### config.mk
export PLATFORM = sky130hd
export DESIGN_NAME = halfword_packer
export DESIGN_NICKNAME = d
export VERILOG_FILES = /design/src/rtl/halfword_packer.sv
export SDC_FILE = /design/constraint.sdc
export NUM_CORES = 1
export LEC_CHECK = 0
export ABC_AREA = 1
export BUFFER_PORTS_ARGS = -buffer_cell sky130_fd_sc_hd__buf_4
export CAP_MARGIN = 10
export CORE_MARGIN = 3
export CORE_UTILIZATION = 45
export DETAILED_ROUTE_END_ITERATION = 12
export PLACE_DENSITY = 0.85
export SETUP_SLACK_MARGIN = 0.2
export SLEW_MARGIN = 20
export SYNTH_ARGS = -nofsm -noshare
export SYNTH_HDL_FRONTEND = slang
export SYNTH_SLANG_ARGS = --single-unit
export TNS_END_PERCENT = 5
### constraint.sdc
create_clock -name clk -period 1.35 [get_ports clk]
set_input_delay 0.135 -clock clk [delete_from_list [all_inputs] [get_ports clk]]
set_output_delay 0.135 -clock clk [all_outputs]
set_load 0.01 [all_outputs]
### src/rtl/halfword_packer.sv
// -----------------------------------------------------------------------------
// halfword_packer
//
// Narrowing store-path packer. Each accepted 32-bit signed register value is
// narrowed to a 16-bit halfword. Two consecutive halfwords are packed into one
// 32-bit memory write word, with the earlier value in the low half. A
// half-filled word can be closed early with flush. The low half is then valid
// and the high half reads as zero.
//
// A value is representable when in_data[31:15] is all zeros or all ones. If it
// is not, its per-half overflow flag is set and a saturating event counter is
// incremented.
//
// Optional feature (compile-time macro): HALFWORD_PACKER_SATURATE_EN
//   defined   : a non-representable value narrows to 16'h8000 (negative) or
//               16'h7FFF (positive).
//   undefined : a non-representable value is truncated to in_data[15:0].
//   In both builds, out_ovf and ovf_count behave the same way.
//
// Parameters
//   CNT_W      width of the saturating overflow event counter
//
// Ports
//   clk        clock; all state updates on the rising edge
//   reset      synchronous, active-high; clears all state and outputs
//   in_valid   producer presents a value on in_data
//   in_ready   packer can accept this cycle (combinational)
//   in_data    signed 32-bit value to narrow
//   flush      close a half-filled word (ignored unless one half is held)
//   out_valid  out_data/out_mask/out_ovf hold a complete word
//   out_ready  consumer accepts the word
//   out_data   {hi halfword, lo halfword}
//   out_mask   [0] lo valid, [1] hi valid
//   out_ovf    per-half overflow flags, same bit order as out_mask
//   ovf_count  accepted inputs with overflow, saturating at all ones
// -----------------------------------------------------------------------------
module halfword_packer #(
  parameter int CNT_W = 8
) (
  input  logic             clk,
  input  logic             reset,
  input  logic             in_valid,
  output logic             in_ready,
  input  logic [31:0]      in_data,
  input  logic             flush,
  output logic             out_valid,
  input  logic             out_ready,
  output logic [31:0]      out_data,
  output logic [1:0]       out_mask,
  output logic [1:0]       out_ovf,
  output logic [CNT_W-1:0] ovf_count
);

  typedef enum logic [1:0] {
    S_EMPTY = 2'd0,
    S_HALF  = 2'd1,
    S_FULL  = 2'd2
  } state_t;

  localparam logic [CNT_W-1:0] CntOne = CNT_W'(1);
  localparam logic [CNT_W-1:0] CntMax = {CNT_W{1'b1}};

  state_t           state_q, state_d;
  logic [15:0]      loData_q, loData_d;
  logic             loOvf_q, loOvf_d;
  logic             outValid_q, outValid_d;
  logic [31:0]      outData_q, outData_d;
  logic [1:0]       outMask_q, outMask_d;
  logic [1:0]       outOvf_q, outOvf_d;
  logic [CNT_W-1:0] ovfCount_q, ovfCount_d;

  logic             inOvf;
  logic [15:0]      inNarrow;
  logic             readyInt;
  logic             accept;
  logic             emit;

  // Bits 31..15 must all match the sign bit for the value to survive
  // narrowing unchanged.
  assign inOvf = !((&in_data[31:15]) || !(|in_data[31:15]));

`ifdef HALFWORD_PACKER_SATURATE_EN
  // Clamp out-of-range values toward the nearest 16-bit extreme.
  always_comb begin
    inNarrow = in_data[15:0];
    if (inOvf) begin
      inNarrow = in_data[31] ? 16'h8000 : 16'h7FFF;
    end
  end
`else
  assign inNarrow = in_data[15:0];
`endif

  // A full word blocks new input unless it leaves this same cycle.
  assign readyInt = (state_q != S_FULL) || out_ready;
  assign accept   = in_valid && readyInt;
  assign emit     = outValid_q && out_ready;

  always_comb begin
    state_d    = state_q;
    loData_d   = loData_q;
    loOvf_d    = loOvf_q;
    outData_d  = outData_q;
    outMask_d  = outMask_q;
    outOvf_d   = outOvf_q;

    unique case (state_q)
      S_EMPTY: begin
        if (accept) begin
          loData_d = inNarrow;
          loOvf_d  = inOvf;
          state_d  = S_HALF;
        end
      end

      S_HALF: begin
        // A real second value takes priority over flush in the same cycle.
        if (accept) begin
          outData_d = {inNarrow, loData_q};
          outMask_d = 2'b11;
          outOvf_d  = {inOvf, loOvf_q};
          state_d   = S_FULL;
        end else if (flush) begin
          outData_d = {16'h0000, loData_q};
          outMask_d = 2'b01;
          outOvf_d  = {1'b0, loOvf_q};
          state_d   = S_FULL;
        end
      end

      S_FULL: begin
        // The word registers keep their value after emit. out_valid marks
        // them stale, so they need not be cleared.
        if (emit) begin
          if (accept) begin
            loData_d = inNarrow;
            loOvf_d  = inOvf;
            state_d  = S_HALF;
          end else begin
            state_d  = S_EMPTY;
          end
        end
      end

      default: begin
        state_d = S_EMPTY;
      end
    endcase

    outValid_d = (state_d == S_FULL);
  end

  // Count overflowing accepts, sticking at all ones instead of wrapping.
  always_comb begin
    ovfCount_d = ovfCount_q;
    if (accept && inOvf && (ovfCount_q != CntMax)) begin
      ovfCount_d = ovfCount_q + CntOne;
    end
  end

  always_ff @(posedge clk) begin
    if (reset) begin
      state_q    <= S_EMPTY;
      loData_q   <= '0;
      loOvf_q    <= 1'b0;
      outValid_q <= 1'b0;
      outData_q  <= '0;
      outMask_q  <= '0;
      outOvf_q   <= '0;
      ovfCount_q <= '0;
    end else begin
      state_q    <= state_d;
      loData_q   <= loData_d;
      loOvf_q    <= loOvf_d;
      outValid_q <= outValid_d;
      outData_q  <= outData_d;
      outMask_q  <= outMask_d;
      outOvf_q   <= outOvf_d;
      ovfCount_q <= ovfCount_d;
    end
  end

  assign in_ready  = readyInt;
  assign out_valid = outValid_q;
  assign out_data  = outData_q;
  assign out_mask  = outMask_q;
  assign out_ovf   = outOvf_q;
  assign ovf_count = ovfCount_q;

endmodule

==> results.sh <==
export IMPL_yosysWarnings=0
export IMPL_crit_required_ns=1.58
export IMPL_synth_top_area_share_pct=49.0
export IMPL_avgSynthCellArea_um2=7.32
export IMPL_syn_cell_area_um2=2610
export IMPL_design_portCount=83
export IMPL_drc=0
export IMPL_ctsHtreeMaxLevel=3
export IMPL_dp_hpwl_mm=4.72
export IMPL_nFillCells=478
export IMPL_min_period_over_period_pct=94.0
export IMPL_cp_max_fo=6
export IMPL_critical_path_max_stage_delay_ns=0.36
export IMPL_leakagePower_nw=1.66
export IMPL_grt_usage_pct=21.7
export IMPL_gp_congestion=0.887
export IMPL_grt_overflow_total=0
export IMPL_cts_path_max_buffers=2
export IMPL_clk_latency_ns=0.34
export IMPL_grt_pass1_vias=2486
export IMPL_postRouteAntennaNets=0
export IMPL_combPwrFrac_pct=16.1
export IMPL_drv_cap=0
export IMPL_swShare_pct=27.2
export IMPL_cts_root_buf="clkbuf_8"
export IMPL_end_kind="register"
export IMPL_cts_sinks=64
export IMPL_diodes=0
export IMPL_internal_power_w=0.00326
export IMPL_p_seq_share_pct=46.7
export IMPL_layout_min_cycle_time_ns=1.27
export IMPL_start_util_pct=46.9
export IMPL_synth_cell_type_count=28
export IMPL_cts_hold_buf=0
export IMPL_pre_cts_slack_ns=0.0139
export IMPL_crit_type="register to register"
export IMPL_finalHoldViolations=0
export IMPL_slowest_stage="dfxtp_4"
export IMPL_path_cells="inv_4 > nand3b_4 > nand2_4 > a21boi_4 > buf_12 > buf_6 > o21ai_1 > nor2_1"
export IMPL_cp_num_buf_inv=3
export IMPL_pwr_share_clk_pct=37.2
export IMPL_slew_viol_final=0
export IMPL_first_pass_iters=4
export IMPL_synthTopCellsByArea="dfxtp_1, nand2_1, nor2_1, a21oi_1, o21ai_0"
export IMPL_drt_iter0_markers=108
export IMPL_setup_viol=0
export IMPL_yosys_cell_count_top_type="nand2_1"
export IMPL_status="completed"
export IMPL_postLayoutCoreUtil_pct=67.6
export IMPL_drive_gt1_share_pct=34.6
export IMPL_wl_per_cell_um=13.5
export IMPL_antenna_found_initial=0
export IMPL_worstMarginPinSlew_ns=0.355
export IMPL_synth_edf_count=0
export IMPL_path_delay_family="flip-flops"
export IMPL_cp_start_kind="register"
export IMPL_setup_ws_ns=0.0817
export IMPL_drt_vias_per_instance=5.02
export IMPL_wirelength_mm=7.14
export IMPL_areaGrowthSynthToFinish_pct=44.2
export IMPL_grt_setup_unrepaired="true"
export IMPL_seq_area_frac_synth_pct=49.0
export IMPL_min_path_type="primary input to register"
export IMPL_ys_ff_latch=64
export IMPL_fin_nets=492
export IMPL_netlist_instances=357
export IMPL_coreArea_um2=5570
export IMPL_p_switching_w=0.00122
export IMPL_synth_nets=395
export IMPL_crit_arrival_ns=1.49
export IMPL_max_freq_ghz=0.788
export IMPL_clk_pin_slew_worst_paths_ns=0.07
export IMPL_synthTopCellsByCount="nand2_1, nor2_1, dfxtp_1, a21oi_1, o21ai_0"
export IMPL_rows=27
export IMPL_yosysTopAreaCell="dfxtp_1"
export IMPL_ir_drop_mv=0.896
export IMPL_grt_pass1_wl_mm=11.2
export IMPL_async_reset_ff_share_pct=0
export IMPL_dieArea_um2=6760
export IMPL_grt_start_max_net_pins=27
export IMPL_ys_flop_type="dfxtp_1"
export IMPL_powerDensity_nw_per_um2=1190
export IMPL_fp_dieH_um=82.2
export IMPL_finClkSkew_ns=0.00927
export IMPL_io_buffers=82
export IMPL_slew_headroom_pct=76.2
export IMPL_numCtsBuffers=9
export IMPL_cts_tree="yes"
export IMPL_vias=2668
export IMPL_die_w_um=82.2
[cells by family after synthesis]
kind of cell               share of synthesized area, %
xor gates and xnor gates                          0.335
AOI/OAI and AO/OA                                  11.8
adders and majority gates                         0.479
DFF                                                49.0
and+or+nand+nor                                    32.0
buffers and inverters                              6.32
[registers in the layout, summed over array words and instances, names as in the netlist]
register / cells
out_data: 32
out_valid: 1
ovf_count: 8
loOvf_q: 1
out_mask: 2
out_ovf: 2
state_q: 2
loData_q: 16
[tightest hold or removal path, stage by stage]
cell	delay, ns
buf_4	0.11
nand2_1	0.05
a21oi_1	0.05
[stage by stage]
stage / area, um^2 / std cells / hold WS, ns / TNS [ns] / power, W
after floorplan: 2640 / 357 / 0.278 / 0 / 0.00246
after global placement: 3350 / 507 / 0.400 / 0 / 0.00273
after detailed placement: 3350 / 507 / 0.404 / 0 / 0.00275
after CTS: 3680 / 530 / 0.0383 / 0 / 0.00448
after global routing: 3770 / 531 / 0.0402 / -0.00476 / 0.00467
final: 3770 / 531 / 0.0590 / 0 / 0.00447
[area by class of cell]
type / count / area [um^2] / share of cell area (%)
Clock inverter: 6 / 67.6 / 1.79
Clock buffer: 10 / 138 / 3.65
Tap cell: 72 / 90.1 / 2.39
Multi-Input combinational cell: 260 / 1280 / 34.1
Inverter: 19 / 85.1 / 2.26
Timing Repair Buffer: 99 / 796 / 21.1
Sequential cell: 64 / 1300 / 34.4
Timing Repair inverter: 1 / 11.3 / 0.299
[repair_timing]
action                                  CTS  global route
cloned                                    2             0
pin swaps                                 4             4
gates resized for setup                  36            24
endpoints found under the setup margin   64            65
setup buffers                             5             1
[routing by layer]
metal / share of wire (%) / vias up / GRT usage (%)
met4: 0.67 / 0 / 6.98
li1: - / 1338 / -
met2: 52 / 95 / 38.5
met1: 41 / 1230 / 24.6
met3: 7.0 / 5 / 6.51
met5: 0 / - / 0
[path summary, 6_finish.rpt]
check / from / endpoint / slack, ns / depth (start not counted)
max reg2reg: state_q[0] / out_data[14] / 0.08 / 8
min reg2reg: loData_q[13] / loData_q[13] / 0.47 / 2
max: state_q[0] / out_data[14] / 0.08 / 8
min: in_data[9] / loData_q[9] / 0.06 / 3
[power by group through the flow]
stage               Clock [W]  Sequential [W]  Combinational, W
floorplan                   0         0.00215          0.000310
global placement            0         0.00212          0.000613
detailed placement          0         0.00212          0.000630
CTS                   0.00169         0.00209          0.000701
global route          0.00178         0.00210          0.000788
finish                0.00166         0.00209          0.000720
[layout by cell type (no fill, tap or decap), drive strengths merged, types with 2 or more instances in the layout]
cell and count:
clkinv 3, a21oi 38, nand3 8, nor2 79, dfxtp 64, nand2 100, buf 99, nor3 4
inv 20, nand4 7, o21ai 18, clkbuf 10, clkinvlp 2
(Power assumes the default switching activity.)
